## config.mk

```make
export PLATFORM = sky130hd
export DESIGN_NAME = register_file_flat
export DESIGN_NICKNAME = d
export VERILOG_FILES = /design/src/rtl/register_file_if.sv /design/src/rtl/register_file.sv /design/src/flat_wrapper.sv
export SDC_FILE = /design/constraint.sdc
export NUM_CORES = 2
export LEC_CHECK = 0
export CORE_MARGIN = 4
export CORE_UTILIZATION = 28
export CTS_BUF_LIST = sky130_fd_sc_hd__clkbuf_8
export CTS_CLUSTER_DIAMETER = 120
export DETAILED_ROUTE_END_ITERATION = 6
export GPL_ROUTABILITY_DRIVEN = 0
export PLACE_DENSITY = 0.54
export SLEW_MARGIN = 30
export SYNTH_ARGS = -nofsm -noshare
export SYNTH_HDL_FRONTEND = slang
export SYNTH_SLANG_ARGS = --single-unit
```

## constraint.sdc

```tcl
create_clock -name clk -period 7.1 [get_ports clk]
set_input_delay 1.42 -clock clk [delete_from_list [all_inputs] [get_ports clk]]
set_output_delay 1.42 -clock clk [all_outputs]
set_load 0.02 [all_outputs]
```

## src/rtl/register_file_if.sv

```systemverilog
// ----------------------------------------------------------------------------
// register_file_if
//   Bundle between the register file and its clients: the dispatcher (operand
//   lookup plus rename install) and the reorder buffer (commit and rollback).
//
//   Signal groups:
//     dispatcher query   : rs1_from_dsp / rs2_from_dsp -> Q1/V1, Q2/V2
//     dispatcher rename  : ena_from_dsp, rd_from_dsp, rob_id_from_dsp
//     ROB commit stream  : commit_flag, rd_from_rob, Q_from_rob, V_from_rob
//     ROB flush          : rollback_flag
//
//   Handshake semantics: ena_from_dsp, commit_flag and rollback_flag are
//   valid-only strobes with no ready back-pressure. They take effect on a
//   rising clk edge when the register file's global rdy is high. While rdy is
//   low they are ignored and all state holds. The query path is combinational
//   and always live.
//
//   Modports:
//     master : client side (dispatcher + ROB), drives requests.
//     slave  : register file side, returns the operand lookups.
// ----------------------------------------------------------------------------
interface register_file_if #(
    parameter int REG_POS_W = 5,
    parameter int DATA_W    = 32,
    parameter int ROB_ID_W  = 5
);
    logic [REG_POS_W-1:0] rs1_from_dsp;
    logic [REG_POS_W-1:0] rs2_from_dsp;
    logic [ROB_ID_W-1:0]  Q1_to_dsp;
    logic [ROB_ID_W-1:0]  Q2_to_dsp;
    logic [DATA_W-1:0]    V1_to_dsp;
    logic [DATA_W-1:0]    V2_to_dsp;

    logic                 ena_from_dsp;
    logic [REG_POS_W-1:0] rd_from_dsp;
    logic [ROB_ID_W-1:0]  rob_id_from_dsp;

    logic                 commit_flag;
    logic [REG_POS_W-1:0] rd_from_rob;
    logic [ROB_ID_W-1:0]  Q_from_rob;
    logic [DATA_W-1:0]    V_from_rob;

    logic                 rollback_flag;

    modport master (
        output rs1_from_dsp, rs2_from_dsp,
        output ena_from_dsp, rd_from_dsp, rob_id_from_dsp,
        output commit_flag, rd_from_rob, Q_from_rob, V_from_rob,
        output rollback_flag,
        input  Q1_to_dsp, Q2_to_dsp, V1_to_dsp, V2_to_dsp
    );

    modport slave (
        input  rs1_from_dsp, rs2_from_dsp,
        input  ena_from_dsp, rd_from_dsp, rob_id_from_dsp,
        input  commit_flag, rd_from_rob, Q_from_rob, V_from_rob,
        input  rollback_flag,
        output Q1_to_dsp, Q2_to_dsp, V1_to_dsp, V2_to_dsp
    );
endinterface

```

## src/rtl/register_file.sv

```systemverilog
// ----------------------------------------------------------------------------
// register_file
//   Architectural register file with a rename tag per register. A tag of 0
//   means the register value is architecturally valid. A nonzero tag is
//   (ROB index + 1) of the youngest in-flight writer.
//
//   Ports:
//     clk  : clock
//     rst  : synchronous active-high reset, clears all values and tags
//     rdy  : global ready; low freezes all state (query stays live)
//     bus  : register_file_if.slave (dispatcher query/rename, ROB commit and
//            rollback)
//
//   x0 is never written, so it reads as value 0 with tag 0 forever.
// ----------------------------------------------------------------------------
module register_file #(
    parameter int REG_NUM   = 32,
    parameter int REG_POS_W = 5,
    parameter int DATA_W    = 32,
    parameter int ROB_ID_W  = 5
) (
    input  logic             clk,
    input  logic             rst,
    input  logic             rdy,
    register_file_if.slave   bus
);

    logic [DATA_W-1:0]   value_q [REG_NUM];
    logic [ROB_ID_W-1:0] tag_q   [REG_NUM];

    // The commit clears the tag only if it comes from the youngest writer. If a
    // younger rename exists, its tag differs from Q_from_rob and stays in place.
    logic commit_live;
    logic commit_tag_match;
    logic rename_live;

    always_comb begin
        commit_live      = bus.commit_flag && (bus.rd_from_rob != '0);
        commit_tag_match = commit_live && (tag_q[bus.rd_from_rob] == bus.Q_from_rob);
        rename_live      = bus.ena_from_dsp && (bus.rd_from_dsp != '0) && !bus.rollback_flag;
    end

    // ------------------------------------------------------------------
    // State update
    // ------------------------------------------------------------------
    always_ff @(posedge clk) begin
        if (rst) begin
            for (int i = 0; i < REG_NUM; i++) begin
                value_q[i] <= '0;
                tag_q[i]   <= '0;
            end
        end else if (rdy) begin
            // Entry 0 is left out of the loop, so it keeps its reset value.
            for (int i = 1; i < REG_NUM; i++) begin
                if (commit_live && (bus.rd_from_rob == REG_POS_W'(i))) begin
                    value_q[i] <= bus.V_from_rob;
                end

                if (bus.rollback_flag) begin
                    tag_q[i] <= '0;
                end else if (rename_live && (bus.rd_from_dsp == REG_POS_W'(i))) begin
                    // A rename wins over a same-cycle tag clear on this register.
                    tag_q[i] <= bus.rob_id_from_dsp;
                end else if (commit_tag_match && (bus.rd_from_rob == REG_POS_W'(i))) begin
                    tag_q[i] <= '0;
                end
            end
        end
    end

    // ------------------------------------------------------------------
    // Operand lookup. A commit whose tag matches bypasses the array, so the
    // dispatcher sees the value in the same cycle it retires. The lookup uses
    // the mapping before any same-cycle rename, so an instruction that reads
    // its own rd gets the older producer.
    // ------------------------------------------------------------------
    function automatic logic [ROB_ID_W+DATA_W-1:0] lookup(input logic [REG_POS_W-1:0] rs);
        logic [ROB_ID_W-1:0] q;
        logic [DATA_W-1:0]   v;
        q = '0;
        v = '0;
        if (rs != '0) begin
            if (bus.commit_flag && (bus.rd_from_rob == rs) && (tag_q[rs] == bus.Q_from_rob)) begin
                v = bus.V_from_rob;
            end else begin
                q = tag_q[rs];
                v = value_q[rs];
            end
        end
        return {q, v};
    endfunction

    always_comb begin
        {bus.Q1_to_dsp, bus.V1_to_dsp} = lookup(bus.rs1_from_dsp);
        {bus.Q2_to_dsp, bus.V2_to_dsp} = lookup(bus.rs2_from_dsp);
    end

endmodule

```

## src/flat_wrapper.sv

```systemverilog
// flat-port wrapper written by rule: the top's interface ports become plain ports
module register_file_flat 
#(
    parameter int REG_NUM   = 32,
    parameter int REG_POS_W = 5,
    parameter int DATA_W    = 32,
    parameter int ROB_ID_W  = 5
)
  (clk, rst, rdy, bus_rs1_from_dsp, bus_rs2_from_dsp, bus_ena_from_dsp, bus_rd_from_dsp, bus_rob_id_from_dsp, bus_commit_flag, bus_rd_from_rob, bus_Q_from_rob, bus_V_from_rob, bus_rollback_flag, bus_Q1_to_dsp, bus_Q2_to_dsp, bus_V1_to_dsp, bus_V2_to_dsp);
  register_file_if #(.REG_POS_W(REG_POS_W), .DATA_W(DATA_W), .ROB_ID_W(ROB_ID_W)) bus_i ();
  input  logic clk;
  input  logic rst;
  input  logic rdy;
  input wire logic [$bits(bus_i.rs1_from_dsp)-1:0] bus_rs1_from_dsp;
  input wire logic [$bits(bus_i.rs2_from_dsp)-1:0] bus_rs2_from_dsp;
  input wire logic [$bits(bus_i.ena_from_dsp)-1:0] bus_ena_from_dsp;
  input wire logic [$bits(bus_i.rd_from_dsp)-1:0] bus_rd_from_dsp;
  input wire logic [$bits(bus_i.rob_id_from_dsp)-1:0] bus_rob_id_from_dsp;
  input wire logic [$bits(bus_i.commit_flag)-1:0] bus_commit_flag;
  input wire logic [$bits(bus_i.rd_from_rob)-1:0] bus_rd_from_rob;
  input wire logic [$bits(bus_i.Q_from_rob)-1:0] bus_Q_from_rob;
  input wire logic [$bits(bus_i.V_from_rob)-1:0] bus_V_from_rob;
  input wire logic [$bits(bus_i.rollback_flag)-1:0] bus_rollback_flag;
  output wire logic [$bits(bus_i.Q1_to_dsp)-1:0] bus_Q1_to_dsp;
  output wire logic [$bits(bus_i.Q2_to_dsp)-1:0] bus_Q2_to_dsp;
  output wire logic [$bits(bus_i.V1_to_dsp)-1:0] bus_V1_to_dsp;
  output wire logic [$bits(bus_i.V2_to_dsp)-1:0] bus_V2_to_dsp;
  assign bus_i.rs1_from_dsp = bus_rs1_from_dsp;
  assign bus_i.rs2_from_dsp = bus_rs2_from_dsp;
  assign bus_i.ena_from_dsp = bus_ena_from_dsp;
  assign bus_i.rd_from_dsp = bus_rd_from_dsp;
  assign bus_i.rob_id_from_dsp = bus_rob_id_from_dsp;
  assign bus_i.commit_flag = bus_commit_flag;
  assign bus_i.rd_from_rob = bus_rd_from_rob;
  assign bus_i.Q_from_rob = bus_Q_from_rob;
  assign bus_i.V_from_rob = bus_V_from_rob;
  assign bus_i.rollback_flag = bus_rollback_flag;
  assign bus_Q1_to_dsp = bus_i.Q1_to_dsp;
  assign bus_Q2_to_dsp = bus_i.Q2_to_dsp;
  assign bus_V1_to_dsp = bus_i.V1_to_dsp;
  assign bus_V2_to_dsp = bus_i.V2_to_dsp;
  register_file #(.REG_NUM(REG_NUM), .REG_POS_W(REG_POS_W), .DATA_W(DATA_W), .ROB_ID_W(ROB_ID_W)) u_core (.clk(clk), .rst(rst), .rdy(rdy), .bus(bus_i));
endmodule
```

==> run_results.csv <==
group,metric,value,unit
grt,grt_antenna_before_repair,8,
sta,timing.setup.tns,0,ns
worst_setup_path,worst_r2r_startpoint,"u_core.tag_q[23][1]",
clock_network,clock_insertion_delay_worst_skew,0.98,ns
sta,rsz0062_at_grt,"false",
layout,fin_area,69010,um^2
routing,wl_per_cell,32.44,um
die,die_w,473.8,um
worst_setup_path,cp-end-kind,"output port",
sta,finalClockSkew,0.07588,ns
job,maxCapViolCount,0,
synth,postSynthNetCount,3956,
clock_network,cts_tree,"done",
placement,placedInstanceArea,65460,um^2
sta,max_slew_headroom,22.54,%
die,floorplan.io_pins,142,
synth,synth_cell_type_count,74,
layout,areaGrowthSynthToFinish,13.57,%
routing,drtPass1Iterations,5,
sta,final_period_minus_worst_setup_slack,6.837,ns
clock_network,clockBufferDepth,3,
clock_network,ctsResizeCount,0,
sta,final_max_slew_viol_count,0,
hold_path,hold-path-endpoint,"u_core.tag_q[24][2]",
synth,postSynthAreaPerCell,15.63,um^2
placement,post-dp-hpwl,136300,um
synth,yosys_synthesis_warning_count,0,
pwr,pwr_density,236.4,nW/um^2
synth,synthesis.area,60760,um^2
sta,fmax,146.3,MHz
worst_setup_path,path_buf_inv,3,
sta,hold_viol_final,0,
worst_setup_path,arrival_time_at_the_worst_endpoint,5.42,ns
worst_setup_path,path_max_fanout,40,
layout,finish.net_count,4040,
placement,place_inst,6614,
worst_setup_path,critical-path-slowest-cell,"clkdlybuf4s50_1",
hold_path,worstHoldPathCells,3,
die,dieHeight,473.8,um
worst_setup_path,rr_worst_depth,8,
routing,viasPerCell,5.687,
synth,number_of_enable_type_register_cells_in_the_synthesized_netlist,1147,
routing,final_ant_viol_nets,0,
hold_path,timing.hold.worst.class,"input pin to register",
synth,synth-seq-area-share,56.69,%
sta,final.hold.worst_slack,1.454,ns
worst_setup_path,critical_path_class,"input pin to output port",
routing,drt_drc_violations_left,0,
grt,grt_util_all_layers,19.80,%
worst_setup_path,nature_of_the_critical_path_startpoint,"input pin",
sta,report.final.setup_viol,0,
synth,postSynthCellCount,3888,
clock_network,number_of_hold_buffers_added_after_cts,0,
hold_path,hold_path_startpoint,"bus_rob_id_from_dsp[2]",
worst_setup_path,reg2reg_to,"u_core.tag_q[26][2]",
clock_network,cts.clk_slew.worst_paths,0.07,ns
layout,stdcell_count,6974,
die,fp.dieArea,224500,um^2
sta,worst_slew_pin_slew,1.162,ns
routing,via_count,39660,
worst_setup_path,worst-endpoint-required,5.68,ns
layout,fraction_of_layout_instances_using_a_drive_strength_above_1,29.51,%
die,initial_utilization,28.23,%
grt,via_count_of_the_first_global_routing_pass,39640,
die,core_area,215300,um^2
pwr,overall_power,16.31,mW
grt,wire_length_of_the_first_global_routing_pass,315100,um
clock_network,cts-htree-levels,4,
synth,synth-seq-cells,1147,
worst_setup_path,cp_cell_sequence,"buf_8 > mux2_2 > a221oi_1 > o22ai_1 > or3_1 > a2111oi_0 > o2111a_4 > buf_4 > nand3_1 > o21ai_0 > clkdlybuf4s50_1",
sta,final.period_utilization,96.29,%
routing,drt_iter0_drc,5147,
placement,portBuffers,141,
clock_network,root_buffer_cell,"clkbuf_8",
worst_setup_path,critical_path.top_delay_family,"compound AO/OA/AOI/OAI gates",
die,row_count,170,
outcome,outcome,"finished, final reports clean",
clock_network,post_cts.repair.setup_buffers,0,
clock_network,clkSinkCount,1147,
clock_network,num_cts_buffers,193,
worst_setup_path,timing.reg2reg.setup_slack,3.15,ns
grt,pin_count_of_the_biggest_net_entering_global_routing,133,
routing,drt-total-wl,226200,um
synth,yosys_most_used_dff,"edfxtp_1",
pwr,power_leakage,22.76,nW
worst_setup_path,worst_path_largest_cell_delay,0.64,ns
synth,share_of_flip_flops_with_an_asynchronous_set_or_reset,0,%
grt,overflow,0,
pwr,peakVddDrop,145.8,uV
[worst reg2reg max path: cells and delay by family, from the launching register on]
family	cells	cell delay [ns]
compound gates	4	1.41
simple gates	2	0.85
mux	1	0.51
flops	1	0.49
xor+xnor	1	0.30
[synthesized netlist by cell type (10+ instances only)]
library cell,number,area (um^2)
nor3_1,13,65.06
a22oi_1,10,75.07
a311o_1,15,150.1
nand2b_1,60,375.4
mux4_2,649,14620
clkbuf_1,253,949.7
buf_1,42,157.7
buf_4,11,82.58
mux2i_1,93,930.9
mux2_2,94,1059
a31o_1,29,254.0
edfxtp_1,1147,34440
nand2_1,116,435.4
and3_1,26,162.7
o21ai_1,10,50.05
a21o_1,15,112.6
buf_2,78,390.4
nor2b_1,24,150.1
o21ai_0,64,320.3
nor2_1,631,2369
inv_1,37,138.9
a21oi_1,33,165.2
nand3_1,52,260.3
a221oi_1,15,131.4
and2_1,146,913.4
a22o_1,72,630.6
[worst max-delay path by stage]
stage / startpoint / depth (start not counted) / slack [ns] / end
after floorplan: bus_rs2_from_dsp[0] / 11 / 1.52 / bus_V2_to_dsp[30]
after global placement: bus_rs2_from_dsp[0] / 11 / 0.36 / bus_V2_to_dsp[9]
after detailed placement: bus_rs1_from_dsp[4] / 11 / 0.34 / bus_V1_to_dsp[16]
after CTS: bus_rs1_from_dsp[4] / 11 / 0.32 / bus_V1_to_dsp[16]
after global routing: bus_rs2_from_dsp[1] / 11 / 0.006 / bus_V2_to_dsp[8]
final: bus_rs2_from_dsp[1] / 11 / 0.26 / bus_V2_to_dsp[7]
[layout by cell type, fill, tap and decap left out, types with 9 or more instances in the layout]
| cell type | Yosys | layout |
|---|---|---|
| buf_4 | 11 | 136 |
| nand3_1 | 52 | 51 |
| and3_1 | 26 | 25 |
| o221ai_1 | 9 | 9 |
| a22oi_1 | 10 | 10 |
| nor3_1 | 13 | 11 |
| mux2_2 | 94 | 94 |
| a22o_1 | 72 | 72 |
| a221oi_1 | 15 | 15 |
| edfxtp_1 | 1147 | 1147 |
| a21oi_1 | 33 | 33 |
| clkdlybuf4s50_1 | 0 | 119 |
| o21ai_1 | 10 | 10 |
| clkinv_1 | 3 | 49 |
| nor2_1 | 631 | 630 |
| a21o_2 | 0 | 15 |
| nand2b_2 | 0 | 14 |
| a311o_1 | 15 | 15 |
| and2_1 | 146 | 146 |
| inv_1 | 37 | 106 |
| nand2b_1 | 60 | 43 |
| clkinv_2 | 0 | 21 |
| xnor2_1 | 9 | 9 |
| nand2_2 | 0 | 17 |
| mux4_2 | 649 | 649 |
| buf_12 | 3 | 19 |
| nand2_1 | 116 | 99 |
| o21ai_0 | 64 | 64 |
| clkbuf_8 | 0 | 195 |
| mux2i_1 | 93 | 93 |
| xor2_1 | 9 | 9 |
| nor2b_1 | 24 | 23 |
| a31o_1 | 29 | 29 |
[cell families after synthesis]
logic type                Yosys count  share of synthesized area (%)
AOI/OAI and AO/OA                 336                          4.114
xor gates and xnor gates           18                         0.2595
buffers and inverters             438                          3.130
DFF                              1147                          56.69
muxes                             841                          27.52
and+or+nand+nor                  1108                          8.287
[layer usage]
layer	share of wire, %	track usage [%]	vias up
li1	-	-	15710
met1	41	27.45	21160
met2	46	30.75	2419
met3	9.7	4.329	373
met4	3.3	6.821	0
met5	0	0	-
[metrics by stage]
stage	utilization, %	setup WS, ns
floorplan	-	1.523
global placement	30.38	0.3590
detailed placement	30.41	0.3368
CTS	32.03	0.3161
global route	32.05	0.006394
finish	32.06	0.2631
[registers in the layout, indices dropped and copies added (netlist names)]
name and count:
u_core.value_q 992, u_core.tag_q 155
[report_power, final]
| group | total (mW) | internal [mW] | switching (mW) |
|---|---|---|---|
| Sequential | 8.18 | 7.94 | 0.247 |
| Clock | 5.53 | 2.66 | 2.88 |
| Combinational | 2.60 | 1.15 | 1.44 |
| Total | 16.3 | 11.7 | 4.57 |
[area by class of cell]
class | instances | area, um^2
antenna | 8 | 20.02
clock buffer | 195 | 2684
clock inverter | 156 | 804.5
fill | 21070 | 146300
inverter | 40 | 157.7
multi-input combinational | 2303 | 24580
sequential | 1147 | 34440
tap | 2838 | 3551
timing repair buffer | 287 | 2768
No activity file was read; power rests on OpenSTA's default activity.
